File: src/rtl/cpu_pkg.sv
// Shared opcodes, IR field positions and sequencer state encoding
// for the 32-bit RISC control unit.
package cpu_pkg;

  localparam logic [4:0] OP_ADD  = 5'b00011;
  localparam logic [4:0] OP_SUB  = 5'b00100;
  localparam logic [4:0] OP_AND  = 5'b00101;
  localparam logic [4:0] OP_OR   = 5'b00110;
  localparam logic [4:0] OP_SHR  = 5'b00111;
  localparam logic [4:0] OP_SHL  = 5'b01000;
  localparam logic [4:0] OP_ROR  = 5'b01001;
  localparam logic [4:0] OP_ROL  = 5'b01010;
  localparam logic [4:0] OP_MUL  = 5'b01111;
  localparam logic [4:0] OP_DIV  = 5'b10000;
  localparam logic [4:0] OP_NOP  = 5'b11010;
  localparam logic [4:0] OP_HALT = 5'b11011;

  localparam int OPC_HI = 31;
  localparam int OPC_LO = 27;
  localparam int RA_HI  = 26;
  localparam int RA_LO  = 23;
  localparam int RB_HI  = 22;
  localparam int RB_LO  = 19;
  localparam int RC_HI  = 18;
  localparam int RC_LO  = 15;

  typedef enum logic [3:0] {
    RESET,
    T0,
    T1,
    T2,
    T3,
    T4,
    T5,
    T6,
    HALTED
  } state_t;

  typedef enum logic [1:0] {
    K_NONE,
    K_ALU,
    K_MULDIV,
    K_HALT
  } kind_t;

  function automatic kind_t op_kind(input logic [4:0] op);
    kind_t k;
    k = K_NONE;
    unique case (1'b1)
      (op >= OP_ADD && op <= OP_ROL): k = K_ALU;
      (op == OP_MUL || op == OP_DIV): k = K_MULDIV;
      (op == OP_HALT):                k = K_HALT;
      default:                        k = K_NONE;
    endcase
    return k;
  endfunction

endpackage

File: src/rtl/control_sequencer_if.sv
// Control strobes and status between the sequencer and the datapath;
// the sequencer side is master, the datapath side is slave.
interface control_sequencer_if;
  logic [31:0] IR;
  logic        Mem_ready;
  logic        Stop;
  logic        PCout;
  logic        MDRout;
  logic        Zhighout;
  logic        Zlowout;
  logic        PCin;
  logic        MARin;
  logic        MDRin;
  logic        IRin;
  logic        Yin;
  logic        ZHighIn;
  logic        ZLowIn;
  logic        HIin;
  logic        LOin;
  logic        IncPC;
  logic        Read;
  logic [15:0] Rout;
  logic [15:0] Rin;
  logic [4:0]  ALU_op;
  logic        Run;

  modport master (
    input  IR, Mem_ready, Stop,
    output PCout, MDRout, Zhighout, Zlowout,
    output PCin, MARin, MDRin, IRin, Yin,
    output ZHighIn, ZLowIn, HIin, LOin,
    output IncPC, Read, Rout, Rin, ALU_op, Run
  );

  modport slave (
    output IR, Mem_ready, Stop,
    input  PCout, MDRout, Zhighout, Zlowout,
    input  PCin, MARin, MDRin, IRin, Yin,
    input  ZHighIn, ZLowIn, HIin, LOin,
    input  IncPC, Read, Rout, Rin, ALU_op, Run
  );
endinterface

File: src/rtl/reg_select_decoder.sv
// 4-to-16 one-hot register select with enable; all-zero when
// disabled.
module reg_select_decoder (
  input  logic        i_en,
  input  logic [3:0]  i_sel,
  output logic [15:0] o_onehot
);

  always_comb begin
    o_onehot = '0;
    if (i_en) o_onehot[i_sel] = 1'b1;
  end

endmodule

File: src/rtl/control_sequencer.sv
// Hardwired fetch/execute sequencer: Moore decode of state plus the
// opcode and register fields captured as the FSM leaves T2.
module control_sequencer
  import cpu_pkg::*;
(
  input  logic                Clock,
  input  logic                Clear,
  control_sequencer_if.master bus
);

  state_t      r_state;
  state_t      w_next;
  state_t      w_t0;
  logic [4:0]  r_op;
  logic [3:0]  r_ra;
  logic [3:0]  r_rb;
  logic [3:0]  r_rc;
  kind_t       w_kind;

  logic        w_rout_en;
  logic [3:0]  w_rout_sel;
  logic        w_rin_en;
  logic [15:0] w_rout;
  logic [15:0] w_rin;

  assign w_kind = op_kind(r_op);

  always_ff @(posedge Clock or negedge Clear) begin
    if (!Clear) r_state <= RESET;
    else        r_state <= w_next;
  end

  always_ff @(posedge Clock or negedge Clear) begin
    if (!Clear) begin
      r_op <= '0;
      r_ra <= '0;
      r_rb <= '0;
      r_rc <= '0;
    end else if (r_state == T2) begin
      r_op <= bus.IR[OPC_HI:OPC_LO];
      r_ra <= bus.IR[RA_HI:RA_LO];
      r_rb <= bus.IR[RB_HI:RB_LO];
      r_rc <= bus.IR[RC_HI:RC_LO];
    end
  end

  // A pending halt request replaces the return to T0.
  assign w_t0 = bus.Stop ? HALTED : T0;

  always_comb begin
    w_next = r_state;
    unique case (r_state)
      RESET:  w_next = T0;
      T0:     w_next = T1;
      T1:     w_next = bus.Mem_ready ? T2 : T1;
      T2:     w_next = T3;
      T3: begin
        unique case (w_kind)
          K_ALU, K_MULDIV: w_next = T4;
          K_HALT:          w_next = HALTED;
          default:         w_next = w_t0;
        endcase
      end
      T4:     w_next = T5;
      T5:     w_next = (w_kind == K_MULDIV) ? T6 : w_t0;
      T6:     w_next = w_t0;
      HALTED: w_next = HALTED;
      default: w_next = RESET;
    endcase
  end

  always_comb begin
    bus.PCout    = 1'b0;
    bus.MDRout   = 1'b0;
    bus.Zhighout = 1'b0;
    bus.Zlowout  = 1'b0;
    bus.PCin     = 1'b0;
    bus.MARin    = 1'b0;
    bus.MDRin    = 1'b0;
    bus.IRin     = 1'b0;
    bus.Yin      = 1'b0;
    bus.ZHighIn  = 1'b0;
    bus.ZLowIn   = 1'b0;
    bus.HIin     = 1'b0;
    bus.LOin     = 1'b0;
    bus.IncPC    = 1'b0;
    bus.Read     = 1'b0;
    bus.ALU_op   = 5'b00000;
    w_rout_en    = 1'b0;
    w_rout_sel   = 4'd0;
    w_rin_en     = 1'b0;
    unique case (r_state)
      T0: begin
        bus.PCout = 1'b1;
        bus.MARin = 1'b1;
        bus.IncPC = 1'b1;
      end
      T1: begin
        bus.Read  = 1'b1;
        bus.MDRin = 1'b1;
      end
      T2: begin
        bus.MDRout = 1'b1;
        bus.IRin   = 1'b1;
      end
      T3: begin
        if (w_kind == K_ALU || w_kind == K_MULDIV) begin
          bus.Yin    = 1'b1;
          w_rout_en  = 1'b1;
          w_rout_sel = (w_kind == K_ALU) ? r_rb : r_ra;
        end
      end
      T4: begin
        if (w_kind == K_ALU || w_kind == K_MULDIV) begin
          bus.ALU_op  = r_op;
          bus.ZLowIn  = 1'b1;
          bus.ZHighIn = (w_kind == K_MULDIV);
          w_rout_en   = 1'b1;
          w_rout_sel  = (w_kind == K_ALU) ? r_rc : r_rb;
        end
      end
      T5: begin
        bus.Zlowout = 1'b1;
        bus.LOin    = (w_kind == K_MULDIV);
        w_rin_en    = (w_kind == K_ALU);
      end
      T6: begin
        bus.Zhighout = 1'b1;
        bus.HIin     = 1'b1;
      end
      default: ;
    endcase
  end

  reg_select_decoder u_rout_dec (
    .i_en     (w_rout_en),
    .i_sel    (w_rout_sel),
    .o_onehot (w_rout)
  );

  reg_select_decoder u_rin_dec (
    .i_en     (w_rin_en),
    .i_sel    (r_ra),
    .o_onehot (w_rin)
  );

  assign bus.Rout = w_rout;
  assign bus.Rin  = w_rin;
  assign bus.Run  = (r_state != RESET) && (r_state != HALTED);

endmodule

File: src/flat_wrapper.sv
// flat-port wrapper written by rule: the top's interface ports become plain ports
module control_sequencer_flat import cpu_pkg::*;
  (Clock, Clear, bus_IR, bus_Mem_ready, bus_Stop, bus_PCout, bus_MDRout, bus_Zhighout, bus_Zlowout, bus_PCin, bus_MARin, bus_MDRin, bus_IRin, bus_Yin, bus_ZHighIn, bus_ZLowIn, bus_HIin, bus_LOin, bus_IncPC, bus_Read, bus_Rout, bus_Rin, bus_ALU_op, bus_Run);
  control_sequencer_if bus_i ();
  input  logic Clock;
  input  logic Clear;
  input wire logic [$bits(bus_i.IR)-1:0] bus_IR;
  input wire logic [$bits(bus_i.Mem_ready)-1:0] bus_Mem_ready;
  input wire logic [$bits(bus_i.Stop)-1:0] bus_Stop;
  output wire logic [$bits(bus_i.PCout)-1:0] bus_PCout;
  output wire logic [$bits(bus_i.MDRout)-1:0] bus_MDRout;
  output wire logic [$bits(bus_i.Zhighout)-1:0] bus_Zhighout;
  output wire logic [$bits(bus_i.Zlowout)-1:0] bus_Zlowout;
  output wire logic [$bits(bus_i.PCin)-1:0] bus_PCin;
  output wire logic [$bits(bus_i.MARin)-1:0] bus_MARin;
  output wire logic [$bits(bus_i.MDRin)-1:0] bus_MDRin;
  output wire logic [$bits(bus_i.IRin)-1:0] bus_IRin;
  output wire logic [$bits(bus_i.Yin)-1:0] bus_Yin;
  output wire logic [$bits(bus_i.ZHighIn)-1:0] bus_ZHighIn;
  output wire logic [$bits(bus_i.ZLowIn)-1:0] bus_ZLowIn;
  output wire logic [$bits(bus_i.HIin)-1:0] bus_HIin;
  output wire logic [$bits(bus_i.LOin)-1:0] bus_LOin;
  output wire logic [$bits(bus_i.IncPC)-1:0] bus_IncPC;
  output wire logic [$bits(bus_i.Read)-1:0] bus_Read;
  output wire logic [$bits(bus_i.Rout)-1:0] bus_Rout;
  output wire logic [$bits(bus_i.Rin)-1:0] bus_Rin;
  output wire logic [$bits(bus_i.ALU_op)-1:0] bus_ALU_op;
  output wire logic [$bits(bus_i.Run)-1:0] bus_Run;
  assign bus_i.IR = bus_IR;
  assign bus_i.Mem_ready = bus_Mem_ready;
  assign bus_i.Stop = bus_Stop;
  assign bus_PCout = bus_i.PCout;
  assign bus_MDRout = bus_i.MDRout;
  assign bus_Zhighout = bus_i.Zhighout;
  assign bus_Zlowout = bus_i.Zlowout;
  assign bus_PCin = bus_i.PCin;
  assign bus_MARin = bus_i.MARin;
  assign bus_MDRin = bus_i.MDRin;
  assign bus_IRin = bus_i.IRin;
  assign bus_Yin = bus_i.Yin;
  assign bus_ZHighIn = bus_i.ZHighIn;
  assign bus_ZLowIn = bus_i.ZLowIn;
  assign bus_HIin = bus_i.HIin;
  assign bus_LOin = bus_i.LOin;
  assign bus_IncPC = bus_i.IncPC;
  assign bus_Read = bus_i.Read;
  assign bus_Rout = bus_i.Rout;
  assign bus_Rin = bus_i.Rin;
  assign bus_ALU_op = bus_i.ALU_op;
  assign bus_Run = bus_i.Run;
  control_sequencer u_core (.Clock(Clock), .Clear(Clear), .bus(bus_i));
endmodule
File: config.mk
export PLATFORM = sky130hd
export DESIGN_NAME = control_sequencer_flat
export DESIGN_NICKNAME = d
export VERILOG_FILES = /design/src/rtl/cpu_pkg.sv /design/src/rtl/control_sequencer_if.sv /design/src/rtl/reg_select_decoder.sv /design/src/rtl/control_sequencer.sv /design/src/flat_wrapper.sv
export SDC_FILE = /design/constraint.sdc
export NUM_CORES = 1
export LEC_CHECK = 0
export BUFFER_PORTS_ARGS = -buffer_cell sky130_fd_sc_hd__buf_4
export CAP_MARGIN = 10
export CORE_ASPECT_RATIO = 1.1
export CORE_MARGIN = 2
export CORE_UTILIZATION = 49
export DETAILED_ROUTE_END_ITERATION = 16
export GPL_TIMING_DRIVEN = 0
export PLACE_DENSITY = 0.86
export SETUP_SLACK_MARGIN = 0.15
export SLEW_MARGIN = 20
export SYNTH_ARGS = -nofsm -noshare
export SYNTH_HDL_FRONTEND = slang
export SYNTH_HIERARCHICAL = 1
export SYNTH_SLANG_ARGS = --single-unit
File: constraint.sdc
create_clock -name Clock -period 6.7 [get_ports Clock]
set_input_delay 0.335 -clock Clock [delete_from_list [all_inputs] [get_ports Clock]]
set_output_delay 0.335 -clock Clock [all_outputs]
set_load 0.02 [all_outputs]
==> impl_metrics.yaml, run 1 <==
status:
  status: "finished, final reports clean"
yosys:
  syn_avg_cell_area_um2: 9.31
  syn_nets: 219
  synth-adder-area-share_pct: 3.78
  synth_edf_count: 0
  synthArstFlopShare_pct: 100
  synth_most_common_cell: "nor2_1"
  synthMuxAreaShare_pct: 17.3
  yosysUniqueCellTypes: 41
  synthSimpleGateAreaFrac_pct: 28.9
  ys_seq_area_share_pct: 31.7
  synth_compound_area_share_pct: 9.06
  syn-cell-area_mm2: 0.00166
  synth_area_leaders: "dfrtp_1, mux2_4, mux2_2"
  synthCells: 178
  synth_xor_area_share_pct: 1.06
  yosys.area.top_type: "dfrtp_1"
  synth.cells.most_frequent: "nor2_1, dfrtp_1, nand2_1"
  ys_ff_latch: 21
  yosysTopAreaCellShare_pct: 31.7
  synthFlopType: "dfrtp_1"
  yosysWarnings: 6
  synth_top_family_by_area: "simple AND/OR/NAND/NOR gates"
die:
  io-pin-count: 89
  die_h_um: 65.0
  die-area_mm2: 0.00386
  fp-row-count: 22
  start_util_pct: 50.6
  die-width_um: 59.4
  core_mm2: 0.00328
route:
  drtIter0Drc: 45
  post_drt_via_cell_ratio: 5.38
  wire_per_inst_um: 13.4
  wl_um: 3900
  detail-route-antenna-nets: 0
  drt_pre_antenna_iters: 4
  num_vias: 1567
  drcViolationCount: 0
placement:
  numPortBuffers: 72
  placed_area_mm2: 0.00224
  dp_hpwl_um: 3010
  dpl.cell_count: 286
  dp_slack_ns: 3.45
  gp_congestion: 0.775
critical_path:
  crit_arrival_ns: 3.32
  cp.required_ns: 6.36
  r2r-start: "u_core/r_op[3]"
  reg2reg_depth: 7
  r2r-end: "u_core/r_state[0]"
  crit_type: "reg -> out"
  end_kind: "primary output"
  r2r_slack_ns: 4.68
  worst-path-max-fanout: 7
  startpoint_type: "register"
sta:
  holdWs_ns: 0.241
  fmax_mhz: 274
  postLayoutSetupSlackWorst_ns: 3.05
  slew_headroom_pct: 42.4
  finalHoldViolations: 0
  fin_crit_sh_pct: 54.5
  slew_violations: 0
  finClkSkew_ns: 0.00386
  setup_tns_ns: 0
  tightest_slew_ns: 0.859
  rsz0062_at_grt: "no"
  finalSetupViolCount: 0
  period_needed_ns: 3.65
clock_tree:
  numCtsBuffers: 3
  post-cts-setup-buffers: 0
  root_buffer: "clkbuf_4"
  cts_tree: "yes"
  clockBufferDepth: 2
  htreeDepth: 1
  clk_pin_slew_worst_paths_ns: 0.13
  clock_sinks: 21
  clk_latency_ns: 0.31
  cts_resized: 0
layout:
  antenna_cells: 0
  num-fill-cells: 270
  drive_gt1_share_pct: 44.7
  area_delta_synth_final_pct: 37.8
  seq_area_um2: 526
  final_core_util_pct: 69.7
  layout.cells.non_filler: 291
  fin_nets: 297
  multi_input_area_um2: 1000
  final_area_mm2: 0.00228
worst_hold_path:
  holdPathStages: 2
  worstHoldStart: "bus_IR[25]"
  min_path_type: "in -> reg"
  hold_end: "u_core/r_ra[2]"
global_routing:
  grt_max_degree: 22
  antenna_found_initial: 0
  overflow: 0
  grt_usage_pct: 21.1
  grt_pass1_wl_um: 6310
  first_global_vias: 1404
power:
  clockPowerShare_pct: 31.7
  p_total_mw: 0.206
  switching_power_mw: 0.0477
  p_int_mw: 0.158
  combPwrFrac_pct: 6.7
  peakVddDrop_v: 0.000104
  p_sw_share_pct: 23.2
  power.leakage_nw: 1.15
  power.density_mw_per_mm2: 90.2
  seqPwrFrac_pct: 61.6
flow_run:
  drv_cap: 0
[state kept, by name, summed over array words and instances, names as in the netlist]
signal          flops
u_core/r_op         5
u_core/r_ra         4
u_core/r_rb         4
u_core/r_rc         4
u_core/r_state      4
[how the worst max path moves through the flow]
stage	start	end	slack [ns]	depth (start not counted)
2_1_floorplan	u_core/r_op[3]	bus_Rout[7]	3.77	9
3_3_place_gp	u_core/r_op[3]	bus_Rout[7]	3.55	10
3_5_place_dp	u_core/r_op[3]	bus_Rout[7]	3.45	10
4_1_cts	u_core/r_op[3]	bus_Rout[7]	3.09	10
5_1_grt	u_core/r_op[3]	bus_Rout[15]	2.72	10
6_report	u_core/r_op[3]	bus_Rout[7]	3.05	10
[metal layers]
metal  GRT usage (%)  vias to the layer above  share of wire (%)
li1                -                      778                  -
met1            28.0                      727                 41
met2            35.0                       56                 52
met3            2.79                        6                5.1
met4            6.82                        0                1.2
met5               0                        -                  0
[critical path, stage by stage (launching register included)]
cell and delay, ns:
dfrtp_1 0.47, or3_1 0.39, nand2_1 0.09, a31oi_1 0.11, ha_1 0.33, nor2_1 0.17
nand2_1 0.17, a211oi_1 0.72, nand2_1 0.24, nor2_1 0.16, buf_4 0.15
[power by group through the flow]
| stage | registers, mW | clock network, mW | logic (mW) |
|---|---|---|---|
| floorplan | 0.129 | 0 | 0.00174 |
| global placement | 0.129 | 0 | 0.0134 |
| detailed placement | 0.129 | 0 | 0.0136 |
| CTS | 0.127 | 0.0673 | 0.0141 |
| global route | 0.127 | 0.0744 | 0.0153 |
| finish | 0.127 | 0.0653 | 0.0138 |
[layout make-up]
| class | count | area share (%) |
|---|---|---|
| multi-input cells | 138 | 43.8 |
| repair buffers | 73 | 24.1 |
| flip-flops and latches | 21 | 23.0 |
| plain buffers | 14 | 4.93 |
| well taps | 36 | 1.97 |
| clock buffers | 3 | 0.987 |
| inverters | 5 | 0.822 |
| clock inverters | 1 | 0.329 |
[repair_timing]
action                                 CTS  global route
endpoints found under the hold margin   21             0
setup endpoints to repair                0             0
hold buffers                             1             0
[logic make-up after synthesis]
kind of cell | after synthesis
buf+inv | 19
simple gates | 87
other cells | 1
flops | 21
fa+ha+maj | 5
xor+xnor | 2
compound gates | 20
mux | 23
[cells in the final DEF (no fill, tap or decap), types with 2 or more instances in the layout]
cell type	count
or3b_4	2
nor2_1	26
nand3_1	5
buf_4	79
nand2_1	10
ha_1	5
nor2b_1	6
a31oi_1	2
inv_1	5
mux2i_1	5
a21oi_1	2
clkbuf_1	2
buf_6	2
nor3_2	2
nor3_1	9
mux2_2	9
nand3b_1	4
mux2_4	9
a211oi_1	8
nand2b_1	6
buf_2	2
and2_1	6
and3_1	5
dfrtp_1	21
o32ai_1	2
clkbuf_4	3
(Power assumes the default switching activity.)
==> run 2: changes to the inputs <==
Settings changed: ABC_AREA from default to 1, CORE_UTILIZATION 49 to 40, PLACE_DENSITY 0.86 to 0.76.
Clock period 6.7 ns to 3 ns, I/O delays scaled along.
==> run 2 against run 1 <==
Net effect: first-iteration DRC count rose by 64%; global-route usage shrank 2.9 points; combinational power is 120% higher; register-to-register slack lost 3.3 ns; clock power grew to 2.8 times the previous value; via count rose by 13%; largest cell class unchanged; largest power group unchanged.
==> impl_metrics.yaml, run 2 <==
layout:
  mostFrequentLayoutCells: "nand2_1, buf_4, nor2_1"
  final_area_mm2: 0.00231
  fin_nets: 380
  antenna_cells: 0
  top_register: "u_core/r_op"
  final_common_cell: "nand2_1"
  area_delta_synth_final_pct: 44.6
  largest_register_ffs: 5
  drive_gt1_share_pct: 32.8
die:
  start_util_pct: 41.0
  io-pin-count: 89
  fp-row-count: 24
  core_mm2: 0.00390
  die-area_mm2: 0.00452
  die_h_um: 70.3
  die-width_um: 64.3
yosys:
  synth_top_family_by_area: "simple AND/OR/NAND/NOR gates"
  yosysTopAreaCellShare_pct: 32.8
  synth_area_leaders: "dfrtp_1, nand2_1, nor2_1"
  synth.cells.most_frequent: "nand2_1, nor2_1, inv_1"
  synthMuxAreaShare_pct: 0
  syn_nets: 301
  yosys.area.top_type: "dfrtp_1"
  synthFlopType: "dfrtp_1"
  synth_xor_area_share_pct: 0
  synthSimpleGateAreaFrac_pct: 46.8
  ys_ff_latch: 21
  yosysWarnings: 6
  syn_avg_cell_area_um2: 6.15
  yosysUniqueCellTypes: 21
  synth-adder-area-share_pct: 3.91
  synth_most_common_cell: "nand2_1"
  ys_seq_area_share_pct: 32.8
  synthArstFlopShare_pct: 100
  syn-cell-area_mm2: 0.00160
  synth_compound_area_share_pct: 3.60
  synth_edf_count: 0
  synthCells: 260
route:
  wire_per_inst_um: 10.2
  dr_wl_met3_um: 247
  wl_um: 3960
  num_vias: 1775
  drcViolationCount: 0
  detail-route-antenna-nets: 0
  post_drt_via_cell_ratio: 4.55
  wl_met2_um: 2000
  drt-met1-wl_um: 1690
  drt_pre_antenna_iters: 4
  drtIter0Drc: 74
  maxUsedRoutingLayer: "met4"
sta:
  slew_violations: 0
  finalHoldViolations: 0
  tightest_slew_ns: 0.502
  finalSetupViolCount: 0
  fin_crit_sh_pct: 86.9
  slew_headroom_pct: 66.3
  fmax_mhz: 384
  period_needed_ns: 2.61
  rsz0062_at_grt: "no"
  finClkSkew_ns: 0.00203
  setup_tns_ns: 0
clock_tree:
  clk_latency_ns: 0.26
  clockBufferDepth: 2
  cts_tree: "yes"
  htreeDepth: 1
  root_buffer: "clkbuf_8"
  numCtsBuffers: 3
  post-cts-setup-buffers: 0
  clk_pin_slew_worst_paths_ns: 0.08
  clock_sinks: 21
critical_path:
  cp_common_cell: "nand2_1"
  slowest_delay_ns: 0.38
  r2r-end: "u_core/r_state[0]"
  path_cells: "nand2_1 > inv_1 > o21ai_0 > nand2_1 > nand2_1 > ha_4 > clkbuf_4 > clkinvlp_4 > nand2_1 > nand2_1 > nand2_1 > nand2_2 > inv_2 > nand3_1 > nor2_1 > buf_4"
  startpoint_type: "register"
  r2r_slack_ns: 1.33
  reg2reg_depth: 10
  crit_buf_inv: 5
  cp.required_ns: 2.85
  end_kind: "primary output"
  crit_type: "reg -> out"
  crit_slowest_cell: "dfrtp_1"
  crit_family: "simple AND/OR/NAND/NOR gates"
  r2r-start: "u_core/r_op[3]"
  crit_arrival_ns: 2.46
  worst-path-max-fanout: 10
status:
  status: "finished, final reports clean"
placement:
  placed_area_mm2: 0.00221
  dp_hpwl_um: 3140
  numPortBuffers: 72
  gp_congestion: 0.792
power:
  p_total_mw: 0.497
  p_sw_share_pct: 20.7
  switching_power_mw: 0.103
  power.density_mw_per_mm2: 215
  combPwrFrac_pct: 6.1
  peakVddDrop_v: 0.000205
  p_int_mw: 0.394
  clockPowerShare_pct: 37.0
  power.leakage_nw: 1.25
  seqPwrFrac_pct: 56.9
global_routing:
  overflow: 0
  first_global_vias: 1603
  grt_pass1_wl_um: 6780
  antenna_found_initial: 0
  grt_max_degree: 22
  grt_usage_pct: 18.3
worst_hold_path:
  holdPathStages: 3
  hold_end: "u_core/r_rc[0]"
  worstHoldStart: "bus_IR[15]"
  min_path_type: "in -> reg"
flow_run:
  drv_cap: 0
-- run 2: cell count changes after synthesis, sizes merged, moves of 6 or more --
cell	change
nand2	+92
inv	+27
nor2	+25
mux2	-18
nand3	+10
nor3	-9
a211oi	-8
o21ai	+8
and2	-6
nand2b	-6
nand4	+6
nor2b	-6
-- run 2: worst max path at each step --
| stage | from | slack [ns] | to | depth (start not counted) |
|---|---|---|---|---|
| floorplan | u_core/r_op[0] | 0.75 | bus_Rin[12] | 11 |
| global placement | u_core/r_op[0] | 0.51 | bus_Rin[7] | 12 |
| detailed placement | u_core/r_op[0] | 0.44 | bus_Rin[14] | 12 |
| CTS | u_core/r_op[0] | 0.22 | bus_Rout[4] | 16 |
| global route | u_core/r_op[0] | 0.15 | bus_Rout[3] | 16 |
| finish | u_core/r_op[0] | 0.39 | bus_Rout[12] | 16 |
-- run 2: stage by stage --
stage	instances	hold slack, ns	setup WS, ns	utilization (%)
after floorplan	260	-0.146	0.747	-
after global placement	384	0.0474	0.509	56.5
after detailed placement	384	0.0482	0.441	56.5
after CTS	389	0.0749	0.222	58.1
after global routing	390	0.0857	0.151	59.3
final	390	0.0802	0.394	59.3
-- run 2: tightest hold or removal path, cell delays in order --
cell	delay, ns
buf_4	0.07
nand2_1	0.04
nand2_1	0.04
-- run 2: layout make-up --
class | count | area [um2]
multi-input cells | 196 | 910
plain buffers | 10 | 80.1
clock buffers | 3 | 41.3
clock inverters | 1 | 5.00
fillers | 402 | 1590
repair buffers | 73 | 551
inverters | 33 | 128
repair inverters | 1 | 7.51
flip-flops and latches | 21 | 527
well taps | 52 | 65.1
-- run 2: repair_timing --
action | in CTS | in global routing
pin swaps | 0 | 0
gates cloned | 0 | 1
hold buffers | 1 | 0
gates resized for setup | 1 | 12
hold endpoints to repair | 21 | 0
endpoints found under the setup margin | 2 | 32
-- run 2: metal layers --
layer | vias up | GRT usage (%)
met5 | - | 0
met4 | 0 | 5.67
met3 | 2 | 2.58
met2 | 47 | 33.3
met1 | 785 | 21.9
li1 | 941 | -
-- run 2: cell families after synthesis --
group                    after synthesis
AND/OR/NAND/NOR                      179
AO/OA/AOI/OAI                         11
other                                  1
buffers and inverters                 43
adder cells (fa/ha/maj)                5
flip-flops                            21
-- run 2: power groups by stage --
stage | sequential [mW] | combinational [mW] | clock (mW)
2_1_floorplan | 0.289 | 0.00416 | 0
3_3_place_gp | 0.288 | 0.0300 | 0
3_5_place_dp | 0.288 | 0.0300 | 0
4_1_cts | 0.283 | 0.0311 | 0.190
5_1_grt | 0.283 | 0.0341 | 0.201
6_report | 0.283 | 0.0304 | 0.184
==> run 3: changes to the inputs <==
Clock period 3 ns to 2.3 ns, I/O delays scaled along.
==> run 3 against run 2 <==
Net effect: the run now ends with setup timing left; combinational power grew 33%; clock skew shrank 0.0012 ns; sequential power grew 30%; final area grew 14%; worst hold slack lost 0.033 ns; count of clock-buffer cells in the layout is the same; sequential share of layout area shrank 2.9 points; critical path depth is the same; final cell count grew 2.6%; clock power grew 29%; wire length grew 17%.
==> impl_metrics.yaml, run 3 (synthesis results as in run 2) <==
flow_run:
  drv_cap: 0
critical_path:
  crit_type: "reg -> out"
  path_cells: "nand2_2 > inv_2 > nand4_1 > nand3_2 > inv_2 > ha_4 > buf_8 > clkinv_8 > nand2_1 > nand2_1 > nand2_2 > nand2_4 > inv_2 > nand3_4 > nor2_2 > buf_6"
  cp.required_ns: 2.18
  slowest_delay_ns: 0.40
  crit_arrival_ns: 2.23
  r2r-start: "u_core/r_op[1]"
  critPathLaunch: "u_core/r_op[1]"
  cp_common_cell: "inv_2"
  worst-path-max-fanout: 9
  end_kind: "primary output"
  startpoint_type: "register"
  crit_slowest_cell: "dfrtp_1"
clock_tree:
  clk_latency_ns: 0.25
  clk_pin_slew_worst_paths_ns: 0.07
  root_buffer: "clkbuf_8"
  htreeDepth: 1
  cts_tree: "yes"
  clockBufferDepth: 2
  clock_sinks: 21
  numCtsBuffers: 3
route:
  drtIter0Drc: 72
  num_vias: 1911
  dr_wl_met3_um: 207
  detail-route-antenna-nets: 0
  wl_met2_um: 2580
  drcViolationCount: 0
  post_drt_via_cell_ratio: 4.78
  maxUsedRoutingLayer: "met4"
  wire_per_inst_um: 11.6
  drt-met1-wl_um: 1780
  drt_pre_antenna_iters: 4
  wl_um: 4660
sta:
  period_needed_ns: 2.34
  slew_violations: 0
  rsz0062_at_grt: "yes"
  finalHoldViolations: 0
  holdWs_ns: 0.0473
  finalSetupViolCount: 8
  finClkSkew_ns: 0.000876
  postLayoutSetupSlackWorst_ns: -0.0406
  fin_crit_sh_pct: 102
  fmax_mhz: 427
layout:
  final_area_mm2: 0.00264
  antenna_cells: 0
  layout.cells.non_filler: 400
  final_common_cell: "nand2_1"
  largest_register_ffs: 5
  seq_area_um2: 526
  drive_gt1_share_pct: 47.7
  top_register: "u_core/r_op"
  num-fill-cells: 345
  multi_input_area_mm2: 0.00110
  fin_nets: 390
  mostFrequentLayoutCells: "nand2_1, buf_4, nor2_1"
  area_delta_synth_final_pct: 65.1
placement:
  numPortBuffers: 72
  dpl.cell_count: 384
  gp_congestion: 0.825
  dp_hpwl_um: 3200
  placed_area_mm2: 0.00222
die:
  core_mm2: 0.00390
  die-area_mm2: 0.00452
  io-pin-count: 89
  fp-row-count: 24
  start_util_pct: 41.0
  die_h_um: 70.3
  die-width_um: 64.3
power:
  power.density_mw_per_mm2: 244
  peakVddDrop_v: 0.000320
  clockPowerShare_pct: 36.6
  p_sw_share_pct: 20.5
  power.leakage_nw: 1.35
  p_int_mw: 0.514
  switching_power_mw: 0.132
  seqPwrFrac_pct: 57.1
  combPwrFrac_pct: 6.3
  p_total_mw: 0.646
worst_hold_path:
  min_path_type: "in -> reg"
  worstHoldStart: "bus_IR[15]"
status:
  status: "finished with violations"
  failed_checks: "setup timing"
global_routing:
  antenna_found_initial: 0
  overflow: 0
  grt_usage_pct: 20.1
  first_global_vias: 1746
  grt_max_degree: 22
  grt_pass1_wl_um: 7410
run 3: changes by cell type in the layout (fill, tap and decap cells not counted), moves of 7 or more:
| cell | delta |
|---|---|
| buf_6 | +9 |
| nand2_1 | -16 |
| nand2_2 | +11 |
| nand3_1 | -8 |
| nand3_2 | +7 |
| nor2_1 | -14 |
| nor2_2 | +9 |
run 3: layout make-up:
type	instances	area share, %
Sequential cell	21	19.9
Buffer	10	3.31
Clock inverter	1	0.189
Multi-Input combinational cell	196	41.5
Timing Repair Buffer	84	25.2
Clock buffer	3	1.56
Inverter	33	5.82
Tap cell	52	2.46
run 3: layer usage:
| metal | vias up | track usage, % |
|---|---|---|
| li1 | 967 | - |
| met1 | 875 | 21.9 |
| met2 | 61 | 37.8 |
| met3 | 8 | 2.74 |
| met4 | 0 | 9.22 |
| met5 | - | 0 |
run 3: path summary, 6_finish.rpt:
check / to / cells past startpoint / slack [ns]
worst max-delay path: bus_Rout[2] / 16 / -0.04
min in group asynchronous: u_core/r_ra[1] / 2 / 0.29
worst min-delay path: u_core/r_rc[0] / 3 / 0.05
worst max register to register: u_core/r_state[3] / 12 / 0.56
max in group asynchronous: u_core/r_state[0] / 2 / 1.80
worst min register to register: u_core/r_rc[1] / 2 / 0.49
run 3: worst max-delay path, delay by kind of cell (launching register included):
kind,cells,cell delay [ns]
simple gates,9,0.89
buf+inv,6,0.53
flops,1,0.40
fa+ha+maj,1,0.14
run 3: power by group through the flow:
stage	clock network, mW	registers, mW	logic, mW
2_1_floorplan	0	0.376	0.00543
3_3_place_gp	0	0.376	0.0391
3_5_place_dp	0	0.376	0.0395
4_1_cts	0.247	0.369	0.0410
5_1_grt	0.262	0.369	0.0447
6_report	0.237	0.369	0.0404
run 3: repair_timing:
action | in CTS | in global routing
pin swaps | 20 | 10
gates resized for setup | 59 | 25
hold endpoints to repair | 21 | 0
buffers inserted | 8 | 3
hold buffers | 1 | 0
setup endpoints to repair | 36 | 36
run 3: stage by stage:
step / util, % / TNS [ns] / setup WS [ns]
after floorplan: - / 0 / 0.0821
after global placement: 56.9 / -2.86 / -0.142
after detailed placement: 56.9 / -5.50 / -0.224
after CTS: 65.1 / 0 / 0.0200
after global routing: 67.7 / -3.51 / -0.174
final: 67.7 / -0.142 / -0.0406
